**src/rtl/led_count_sched.sv**
```systemverilog
// Two-requester round-robin front end for a shared LED count sequencer.
// Each grant runs led through 0..MAX_COUNT at the tick rate, then holds done[owner] for one tick.
module led_count_sched #(
  parameter int TICK_DIV  = 1500000,
  parameter int MAX_COUNT = 15,
  parameter int LED_W     = 4
) (
  input  logic             clk,
  input  logic             rst_btn,
  input  logic [1:0]       req,
  output logic [LED_W-1:0] led,
  output logic             busy,
  output logic             owner,
  output logic [1:0]       done
);

  localparam int CNT_W = $clog2(TICK_DIV);
  localparam logic [CNT_W-1:0] TICK_LAST = CNT_W'(TICK_DIV - 1);
  localparam logic [LED_W-1:0] LED_MAX   = LED_W'(MAX_COUNT);

  typedef enum logic [1:0] {
    IDLE  = 2'd0,
    COUNT = 2'd1,
    DONE  = 2'd2
  } state_e;

  state_e           state_q;
  logic [CNT_W-1:0] cnt_q;
  logic [LED_W-1:0] led_q;
  logic             busy_q;
  logic             owner_q;
  logic             last_owner_q;
  logic [1:0]       done_q;
  logic [1:0]       pending_q;
  logic [1:0]       pending_d;

  logic             tick_s;
  logic             grant_s;
  logic             grantee_s;
  logic [1:0]       clr_s;

  function automatic logic [1:0] onehot2(input logic idx);
    return idx ? 2'b10 : 2'b01;
  endfunction

  assign tick_s = (cnt_q == TICK_LAST);

  // Arbitration: ties go to the requester that did not win last time.
  always_comb begin
    grant_s   = 1'b0;
    grantee_s = 1'b0;
    clr_s     = 2'b00;
    if ((state_q == IDLE) && (pending_q != 2'b00)) begin
      grant_s = 1'b1;
      if (pending_q == 2'b11) begin
        grantee_s = ~last_owner_q;
      end else begin
        grantee_s = pending_q[1];
      end
      clr_s = onehot2(grantee_s);
    end else begin
      grant_s = 1'b0;
    end
    pending_d = (pending_q & ~clr_s) | req;
  end

  // Pending latch: one outstanding request per requester, a same-cycle req re-arms it.
  always_ff @(posedge clk or negedge rst_btn) begin
    if (!rst_btn) begin
      pending_q <= 2'b00;
    end else begin
      pending_q <= pending_d;
    end
  end

  // Sequencer FSM with registered outputs.
  always_ff @(posedge clk or negedge rst_btn) begin
    if (!rst_btn) begin
      state_q      <= IDLE;
      cnt_q        <= '0;
      led_q        <= '0;
      busy_q       <= 1'b0;
      owner_q      <= 1'b0;
      last_owner_q <= 1'b1;
      done_q       <= 2'b00;
    end else begin
      case (state_q)
        IDLE: begin
          cnt_q  <= '0;
          led_q  <= '0;
          done_q <= 2'b00;
          if (grant_s) begin
            state_q      <= COUNT;
            busy_q       <= 1'b1;
            owner_q      <= grantee_s;
            last_owner_q <= grantee_s;
          end else begin
            busy_q <= 1'b0;
          end
        end
        COUNT: begin
          if (tick_s) begin
            cnt_q <= '0;
            if (led_q == LED_MAX) begin
              state_q <= DONE;
              done_q  <= onehot2(owner_q);
            end else begin
              led_q <= led_q + LED_W'(1);
            end
          end else begin
            cnt_q <= cnt_q + CNT_W'(1);
          end
        end
        DONE: begin
          if (tick_s) begin
            cnt_q   <= '0;
            state_q <= IDLE;
            led_q   <= '0;
            busy_q  <= 1'b0;
            done_q  <= 2'b00;
          end else begin
            cnt_q <= cnt_q + CNT_W'(1);
          end
        end
        default: begin
          state_q <= IDLE;
          cnt_q   <= '0;
          led_q   <= '0;
          busy_q  <= 1'b0;
          done_q  <= 2'b00;
        end
      endcase
    end
  end

  assign led   = led_q;
  assign busy  = busy_q;
  assign owner = owner_q;
  assign done  = done_q;

endmodule

```
**config.mk**
```make
export PLATFORM = sky130hd
export DESIGN_NAME = led_count_sched
export DESIGN_NICKNAME = d
export VERILOG_FILES = /design/src/rtl/led_count_sched.sv
export SDC_FILE = /design/constraint.sdc
export NUM_CORES = 1
export LEC_CHECK = 0
export CAP_MARGIN = 10
export CORE_ASPECT_RATIO = 0.5
export CORE_MARGIN = 5
export CORE_UTILIZATION = 45
export DETAILED_ROUTE_END_ITERATION = 10
export PLACE_DENSITY_LB_ADDON = 0.15
export SYNTH_ARGS = -nofsm -noshare
export SYNTH_HDL_FRONTEND = slang
export SYNTH_SLANG_ARGS = --single-unit
export TNS_END_PERCENT = 5
```
**constraint.sdc**
```tcl
create_clock -name clk -period 2.32 [get_ports clk]
set_input_delay 0.348 -clock clk [delete_from_list [all_inputs] [get_ports clk]]
set_output_delay 0.348 -clock clk [all_outputs]
set_load 0.03 [all_outputs]
```
==> flow_metrics.tcl <==
set metrics [dict create \
    outcome "completed" \
    synthAdderAreaFrac 0.0350 \
    drc 0 \
    layout-drive-gt1-share 0.0846 \
    core-area_mm2 0.00386 \
    clk_pin_slew_ns 0.07 \
    setup_violations 0 \
    fin_hold_ws_ns 0.465 \
    syn-cell-area_mm2 0.00179 \
    cts-hold-fix-buffers 0 \
    cts_buffers 5 \
    grt_pass1_vias 1260 \
    hpwl_um 2310 \
    synth_top_family_by_area "simple AND/OR/NAND/NOR gates" \
    worstPathArrival_ns 2.21 \
    nFillCells 349 \
    met3WireLength_um 123 \
    cp_slowest_cell "or4_4" \
    die_y_um 54.6 \
    crit_buf_inv 1 \
    port_buffers 11 \
    worstPathRequired_ns 2.49 \
    seq_area_frac_synth 0.477 \
    p_int_mw 1.07 \
    layout.nets 209 \
    fmax_ghz 0.490 \
    gp_congestion 0.781 \
    netlist_top_cells_count "dfrtp_1, nor2_1, nand2_1, nand3_1, xnor2_1" \
    cts_tree "done" \
    rsz0062_at_grt "no" \
    vias 1334 \
    track_usage 0.144 \
    grt_overflow 0 \
    root_buffer "clkbuf_8" \
    totalWireLength_um 3390 \
    initial_core_util 0.462 \
    start_kind "flip-flop" \
    clockBufferDepth 2 \
    synth_top_cell_area_share 0.462 \
    final-instance-count-excl-fill 255 \
    grt_max_degree 35 \
    dp_cells 247 \
    ys_ff_latch 34 \
    netlist_top_cells_area "dfrtp_1, nor2_1, xnor2_1, ha_1, nand2_1" \
    multi_input_area_um2 881 \
    synth-compound-area-share 0.0791 \
    clock_skew_ns 0.00511 \
    highest_layer "met4" \
    antenna_found_initial 0 \
    drv_slew 0 \
    row_count 16 \
    period_share 0.879 \
    synth-xor-area-share 0.0833 \
    post-synth-top-count-cell "dfrtp_1" \
    yosysTopAreaCell "dfrtp_1" \
    synthFlopType "dfrtp_1" \
    p_switching_mw 0.534 \
    yosysWarnings 0 \
    register_area_um2 852 \
    antenna_cells 0 \
    max_slew_margin 0.648 \
    cts_resized 0 \
    period_needed_ns 2.04 \
    cp-end-kind "flip-flop" \
    worst_pin_slew_ns 0.523 \
    syn_nets 195 \
    io_pins 12 \
    hold_path.class "input pin to async pin" \
    switching_share 0.333 \
    antenna_left 0 \
    final.setup.tns_ns 0 \
    synth-edff-count 0 \
    vdd_drop_max_mv 0.285 \
    drt-initial-drc-count 31 \
    post_cts_buffers 0 \
    dr.pass1.iters 4 \
    drv_cap 0 \
    seqPwrFrac 0.463 \
    crit_chain "ha_1 > nand4_4 > or4_4 > o21ai_1 > buf_4 > nor2_1" \
    grt_pass1_wl_um 5890 \
    powerDensity_mw_per_mm2 786 \
    synth_area_per_cell_um2 9.61 \
    synth-simple-area-share 0.290 \
    power_frac_clock 0.283 \
    clock-sinks 34 \
    synthArstFlopShare 1.00 \
    dieWidth_um 99.1 \
    synth_cell_types 39 \
    syn_inst 186 \
    m1WireLength_um 1750 \
    syn_to_final_growth_pct 14.1 \
    critPathMaxFanout 20 \
    design.die.area_mm2 0.00541 \
    clock_latency_ns 0.28 \
    avgRoutedWirePerCell_um 13.3 \
    crit_type "flip-flop to flip-flop" \
    viasPerCell 5.23 \
    cts_max_level 2 \
    final_hold_viol_count 0 \
    synth_mux_area_frac 0.00560 \
    combPwrFrac 0.254 \
    slowest_delay_ns 0.61 \
    cp_top_family "simple AND/OR/NAND/NOR gates" \
    p_leak_nw 0.828 \
    wl_met2_um 1490 \
]
[cell families after synthesis]
logic type,Yosys count
buffers and inverters,12
adder cells (fa/ha/maj),5
AND/OR/NAND/NOR,94
multiplexers,1
flip-flops,34
AO/OA/AOI/OAI,23
XOR/XNOR,17
[layout by cell type (no fill, tap or decap), types with 7 or more instances in the layout]
| master | count |
|---|---|
| dfrtp_1 | 33 |
| nor2_1 | 26 |
| nand2_1 | 15 |
| nand3_1 | 11 |
| xnor2_1 | 11 |
| clkdlybuf4s50_1 | 11 |
| nor4_1 | 7 |
[path summary, 6_finish.rpt]
check / slack [ns] / cells past startpoint / endpoint / from
setup reg to reg: 0.28 / 6 / cnt_q[16] / cnt_q[0]
hold / removal: 0.47 / 2 / cnt_q[15] / rst_btn
min in group clk: 0.48 / 1 / cnt_q[0] / cnt_q[0]
hold reg to reg: 0.48 / 1 / cnt_q[0] / cnt_q[0]
max in group asynchronous: 1.51 / 2 / last_owner_q / rst_btn
setup / recovery: 0.28 / 6 / cnt_q[16] / cnt_q[0]
[registers in the layout, summed over array words and instances (netlist names)]
register / cells
owner: 1
state_q: 2
done: 2
pending_q: 2
last_owner_q: 1
cnt_q: 21
busy: 1
led: 4
[power by group through the flow]
| stage | Sequential [mW] | Clock (mW) | Combinational [mW] |
|---|---|---|---|
| after floorplan | 0.770 | 0 | 0.275 |
| final | 0.741 | 0.454 | 0.407 |
| after global routing | 0.754 | 0.496 | 0.463 |
| after CTS | 0.741 | 0.467 | 0.413 |
| after detailed placement | 0.752 | 0 | 0.410 |
| after global placement | 0.750 | 0 | 0.405 |
[layer usage]
layer | vias to the layer above | GRT usage
met4 | 0 | 0.0612
met1 | 625 | 0.189
li1 | 684 | -
met3 | 5 | 0.0445
met5 | - | 0
met2 | 20 | 0.224
[stage by stage]
stage	utilization	power [mW]	worst slack, ns	area [µm²]
floorplan	-	1.05	0.460	1790
global placement	0.504	1.15	0.320	1950
detailed placement	0.504	1.16	0.298	1950
CTS	0.528	1.62	0.278	2040
global route	0.528	1.71	0.186	2040
finish	0.528	1.60	0.280	2040
[final cells by class]
cell class | instances | share of cell area
well taps | 54 | 0.0331
clock buffers | 8 | 0.0442
multi-input cells | 140 | 0.432
repair buffers | 13 | 0.0614
flip-flops and latches | 34 | 0.418
inverters | 6 | 0.0110
Note: power is estimated with default switching activity, not from simulation.
